--- src/rtl/mlp_sequencer_pkg.sv ---
// Shared definitions for the MLP layer sequencer.
// Holds the 4-bit sequencer state encoding used by the RTL and by benches
// that observe or drive the sequencer.
package mlp_pkg;

    typedef enum logic [3:0] {
        ST_IDLE         = 4'd0,
        ST_LOAD_WEIGHT  = 4'd1,
        ST_LOAD_ACT     = 4'd2,
        ST_COMPUTE      = 4'd3,
        ST_DRAIN        = 4'd4,
        ST_TRANSFER     = 4'd5,
        ST_NEXT_LAYER   = 4'd6,
        ST_WAIT_WEIGHTS = 4'd7,
        ST_DONE         = 4'd8
    } state_t;

endpackage

--- src/rtl/mlp_sequencer.sv ---
// MLP layer sequencer for an N x N systolic array.
// Steps a multi-layer run through weight load, activation load (first layer
// only), compute, drain, activation transfer and weight wait, ping-ponging
// the activation buffers between layers.
//
// Ports
//   clk, reset          clock, asynchronous active-high reset
//   start               run request (IDLE only)
//   cfg_num_layers      layer count, latched on an accepted start
//   abort               synchronous abort back to IDLE
//   act_ready           initial activations present in buffer A
//   weights_ready       next layer's weights present in the FIFO
//   state, cycle_cnt    current state and per-state cycle count
//   layer, buf_sel      current layer index and read buffer
//   wf_pop, capture     weight FIFO pop and one-hot column capture
//   ub_rd_en            activation buffer read enable
//   mmu_valid, acc_en   accumulator valid and accumulate/overwrite select
//   refill_en           refill write window for the other buffer
//   busy, done, err_cfg run status, completion pulse, rejected-start pulse
module mlp_sequencer
    import mlp_pkg::*;
#(
    parameter  int N          = 2,
    parameter  int MAX_LAYERS = 8,
    parameter  int XFER_CYC   = 4,
    localparam int CW         = $clog2(2*N+3),
    localparam int LW         = $clog2(MAX_LAYERS+1)
) (
    input  logic          clk,
    input  logic          reset,
    input  logic          start,
    input  logic [LW-1:0] cfg_num_layers,
    input  logic          abort,
    input  logic          act_ready,
    input  logic          weights_ready,
    output state_t        state,
    output logic [CW-1:0] cycle_cnt,
    output logic [LW-1:0] layer,
    output logic          buf_sel,
    output logic          wf_pop,
    output logic [N-1:0]  capture,
    output logic          ub_rd_en,
    output logic          mmu_valid,
    output logic          acc_en,
    output logic          refill_en,
    output logic          busy,
    output logic          done,
    output logic          err_cfg
);

    // The internal counter must also reach XFER_CYC-1, which can exceed the
    // CW-bit visible counter for small N; the visible value saturates.
    localparam int XW = $clog2(XFER_CYC+1);
    localparam int IW = (XW > CW) ? XW : CW;

    localparam logic [IW-1:0] CNT_SAT    = IW'((1 << CW) - 1);
    localparam logic [IW-1:0] LDW_LAST   = IW'(N);
    localparam logic [IW-1:0] COMP_LAST  = IW'(N);
    localparam logic [IW-1:0] DRAIN_LAST = IW'(2*N+2);
    localparam logic [IW-1:0] XFER_LAST  = IW'(XFER_CYC-1);

    state_t          state_q, state_d;
    logic [IW-1:0]   cnt_q, cnt_d;
    logic [LW-1:0]   layer_q, layer_d;
    logic [LW-1:0]   nl_q, nl_d;
    logic            buf_q, buf_d;
    logic            err_q, err_d;

    logic            cfg_ok;
    logic            more_layers;

    assign cfg_ok      = (cfg_num_layers != '0) && (cfg_num_layers <= LW'(MAX_LAYERS));
    assign more_layers = ((LW+1)'(layer_q) + (LW+1)'(1)) < (LW+1)'(nl_q);

    // State register
    always_ff @(posedge clk or posedge reset) begin
        if (reset) begin
            state_q <= ST_IDLE;
        end else begin
            state_q <= state_d;
        end
    end

    // Next-state logic; abort overrides every other transition
    always_comb begin
        state_d = state_q;
        case (state_q)
            ST_IDLE:         if (start && cfg_ok) state_d = ST_LOAD_WEIGHT;
            ST_LOAD_WEIGHT:  if (cnt_q == LDW_LAST)
                                 state_d = (layer_q == '0) ? ST_LOAD_ACT : ST_COMPUTE;
            ST_LOAD_ACT:     if (act_ready) state_d = ST_COMPUTE;
            ST_COMPUTE:      if (cnt_q == COMP_LAST) state_d = ST_DRAIN;
            ST_DRAIN:        if (cnt_q == DRAIN_LAST)
                                 state_d = more_layers ? ST_TRANSFER : ST_DONE;
            ST_TRANSFER:     if (cnt_q == XFER_LAST) state_d = ST_NEXT_LAYER;
            ST_NEXT_LAYER:   state_d = ST_WAIT_WEIGHTS;
            ST_WAIT_WEIGHTS: if (weights_ready) state_d = ST_LOAD_WEIGHT;
            ST_DONE:         state_d = ST_IDLE;
            default:         state_d = ST_IDLE;
        endcase
        if (abort && (state_q != ST_IDLE)) state_d = ST_IDLE;
    end

    // Counter, layer bookkeeping and config-error next state
    always_comb begin
        cnt_d   = cnt_q;
        layer_d = layer_q;
        nl_d    = nl_q;
        buf_d   = buf_q;
        err_d   = 1'b0;

        if ((state_d != state_q) || (state_q == ST_IDLE)) begin
            cnt_d = '0;
        end else if (!(((state_q == ST_LOAD_ACT) || (state_q == ST_WAIT_WEIGHTS))
                       && (cnt_q == CNT_SAT))) begin
            cnt_d = cnt_q + IW'(1);
        end

        if ((state_q == ST_IDLE) && start) begin
            if (cfg_ok) begin
                layer_d = '0;
                buf_d   = 1'b0;
                nl_d    = cfg_num_layers;
            end else begin
                err_d   = 1'b1;
            end
        end

        // The filled buffer becomes the read buffer for the next layer
        if ((state_q == ST_NEXT_LAYER) && !abort) begin
            layer_d = layer_q + LW'(1);
            buf_d   = ~buf_q;
        end
    end

    always_ff @(posedge clk or posedge reset) begin
        if (reset) begin
            cnt_q   <= '0;
            layer_q <= '0;
            nl_q    <= '0;
            buf_q   <= 1'b0;
            err_q   <= 1'b0;
        end else begin
            cnt_q   <= cnt_d;
            layer_q <= layer_d;
            nl_q    <= nl_d;
            buf_q   <= buf_d;
            err_q   <= err_d;
        end
    end

    // Output decode from registered state and counter only
    always_comb begin
        state     = state_q;
        layer     = layer_q;
        buf_sel   = buf_q;
        err_cfg   = err_q;
        cycle_cnt = (cnt_q > CNT_SAT) ? {CW{1'b1}} : cnt_q[CW-1:0];
        wf_pop    = (state_q == ST_LOAD_WEIGHT);
        ub_rd_en  = (state_q == ST_COMPUTE);
        mmu_valid = ((state_q == ST_COMPUTE) && (cnt_q >= COMP_LAST)) || (state_q == ST_DRAIN);
        acc_en    = (state_q == ST_DRAIN);
        refill_en = (state_q == ST_DRAIN) || (state_q == ST_TRANSFER);
        busy      = (state_q != ST_IDLE);
        done      = (state_q == ST_DONE);
        capture   = '0;
        // Column k latches its weights one cycle after its row reaches it
        for (int k = 0; k < N; k++) begin
            capture[k] = (state_q == ST_LOAD_WEIGHT) && (cnt_q == IW'(k+1));
        end
    end

endmodule

--- config.mk ---
export PLATFORM = sky130hd
export DESIGN_NAME = mlp_sequencer
export DESIGN_NICKNAME = d
export VERILOG_FILES = /design/src/rtl/mlp_sequencer_pkg.sv /design/src/rtl/mlp_sequencer.sv
export SDC_FILE = /design/constraint.sdc
export NUM_CORES = 1
export LEC_CHECK = 0
export BUFFER_PORTS_ARGS = -buffer_cell sky130_fd_sc_hd__buf_2
export CAP_MARGIN = 20
export CORE_MARGIN = 5
export CORE_UTILIZATION = 50
export CTS_CLUSTER_DIAMETER = 30
export DETAILED_ROUTE_END_ITERATION = 6
export PLACE_DENSITY_LB_ADDON = 0.25
export SYNTH_ARGS = -nofsm -noshare
export SYNTH_HDL_FRONTEND = slang
export SYNTH_SLANG_ARGS = --single-unit
export TNS_END_PERCENT = 10
--- constraint.sdc ---
create_clock -name clk -period 6.5 [get_ports clk]
set_input_delay 0.975 -clock clk [delete_from_list [all_inputs] [get_ports clk]]
set_output_delay 0.975 -clock clk [all_outputs]
set_load 0.01 [all_outputs]
==> impl_metrics.ini <==
[status]
outcome = complete, no violations

[clock_tree]
insertion_delay_ns = 0.30
clockRootBuffer = clkbuf_4
cts_htree_levels = 1
cts_setup_buffers = 0
clk_pin_slew_ns = 0.10
post_cts_resized = 0
cts_num_sinks = 17
cts_tree = yes
cts_buffer_depth = 2
cts_hold_buf = 0
numCtsBuffers = 3

[power_and_ir_drop]
ir_worst_vdd_mv = 0.174
leakage_nw = 0.752
power_mw = 0.386
p_per_area_nw_per_um2 = 261

[timing]
post-route-period-util_pct = 43.2
holdWs_ns = 0.478
final_max_slew_viol_count = 0
setup_viol = 0
fin_skew_ns = 0.00817
finalHoldViolCount = 0
layout_min_cycle_time_ns = 2.81
fmax_mhz = 356
slew-limit-headroom_pct = 55.3
fin_tns_setup_ns = 0
rsz0062_at_grt = false
layout_setup_ws_ns = 3.69
worst_pin_slew_ns = 0.670

[critical_path]
cp_max_fo = 15
crit_path_start_kind = register
critPathSlowestCell = dfrtp_1
path_cells = or3b_4, nor2_1, and3_1, buf_2
cp.arrival_ns = 1.83
cp.required_ns = 5.52
crit_buf_inv = 1
crit_type = reg2out
cp_top_family = simple AND/OR/NAND/NOR gates
cpPeakStageDelay_ns = 0.66
end_kind = primary output

[detailed_routing]
routedWlPerCell_um = 13.8
via_per_inst = 5.61
dr.first_iter.drc_count = 60
post-route-drc-count = 0
postRouteAntennaNets = 0
vias = 1178
postRouteWirelength_um = 2900
firstDrtPassIters = 4

[place]
place_area_um2 = 1450
portBuffers = 31
place_ws_ns = 4.02
place_inst = 206
gp_congestion = 0.907
place_hpwl_um = 2250

[synthesis]
async_flop_share_pct = 100
yosysTopAreaCell = dfrtp_1
synth_cells = 153
syn-num-nets = 173
synth.ff_latch_count = 17
synth.distinct_cells = 42
ys_top_cells_by_area = dfrtp_1 (33%), ha_1 (9.6%), nor2_1 (4.6%)
ys_seq_area_share_pct = 32.6
post-synth-top-count-cell = dfrtp_1
ys.flop_type = dfrtp_1
synth_warnings = 0
syn_area_per_cell_um2 = 8.52
synth_top_area_share_pct = 32.6
ys_top_cells_by_count = dfrtp_1 (17), nor2_1 (16), inv_1 (12)
synthesis.area_um2 = 1300
synth_edf_count = 0

[floorplanning]
fp-row-count = 18
die_x_um = 61.1
die_area_um2 = 3730
core_area_um2 = 2480
initial_core_util_pct = 52.6
top_level_ports = 32
fp.dieH_um = 61.1

[final_layout]
drive_gt1_share_pct = 23.3
synthToLayoutAreaGrowth_pct = 13.4
seq_area_um2 = 425
multi_input_area_um2 = 786
diodes = 0
final_nets = 201
utilization_pct = 59.7
finalNonFillerCells = 210
fill_cells = 247
stdcell_area_um2 = 1480

[global_routing]
grt_start_max_net_pins = 18
antenna_found_initial = 0
grt_pass1_wl_um = 5020
grt_pass1_vias = 1174
grt.overflow.total = 0
grt_use_total_pct = 18.1

[flow_run]
drv_cap = 0

[min_path]
holdCritPathClass = reg2reg
## cells by family after synthesis
| group | share of synthesized area (%) |
|---|---|
| adders and majority gates | 9.60 |
| xor gates and xnor gates | 2.69 |
| and+or+nand+nor | 28.6 |
| muxes | 2.59 |
| buffers and inverters | 7.10 |
| AOI/OAI and AO/OA | 16.8 |
| DFF | 32.6 |
## layout by cell type (no fill, tap or decap), types with 2 or more instances in the layout
cell      instances
buf_2            31
dfrtp_1          17
nor2_1           16
inv_1            12
ha_1             10
nand2b_1          9
nand2_1           9
a21oi_1           9
nor3_1            8
nand3_1           6
o21ai_1           5
and3_1            4
xnor2_1           3
a31oi_1           3
a211oi_1          3
mux2_1            3
clkbuf_4          3
or3_1             2
and2_1            2
o31ai_1           2
a21o_1            2
nor3b_1           2
## metal layers
metal | up-vias | track usage [%] | share of wire (%)
met2 | 38 | 30.4 | 47
met3 | 9 | 2.10 | 6.4
met5 | - | 0 | 0
met1 | 544 | 22.1 | 43
met4 | 0 | 11.1 | 2.9
li1 | 587 | - | -
## state kept, by name, summed over array words and instances, names as in the netlist
name / cells
layer: 4
nl_q: 4
state: 4
err_cfg: 1
cnt_q: 3
buf_sel: 1
## layout make-up
class	instances	share of cell area, %
Tap cell	30	2.54
Inverter	13	3.30
Clock buffer	4	1.78
Multi-Input combinational cell	115	53.1
Timing Repair Buffer	31	10.5
Sequential cell	17	28.8
## worst paths after layout
check	from	to	slack [ns]	depth (start not counted)
min reg2reg	buf_sel	buf_sel	0.48	1
max reg2reg	layer[0]	cnt_q[1]	4.10	9
max in group asynchronous	reset	cnt_q[0]	5.31	2
min in group asynchronous	reset	nl_q[3]	0.75	2
max	state[0]	capture[0]	3.69	4
min	buf_sel	buf_sel	0.48	1
## worst register-to-register path, cell delays in order, from the launching register on
cell and delay (ns):
dfrtp_1 0.46, inv_1 0.08, ha_1 0.31, ha_1 0.27
a21boi_1 0.15, o31ai_1 0.09, a21o_1 0.19, and3_1 0.18
a211oi_1 0.43, nor3_1 0.12
## power breakdown
group,internal (mW),leakage [nW],switching [mW]
Sequential,0.126,0.227,0.0246
Clock,0.0239,0.0150,0.0335
Combinational,0.0844,0.510,0.0942
Total,0.234,0.752,0.152
Power figures use the tool's default switching activity.
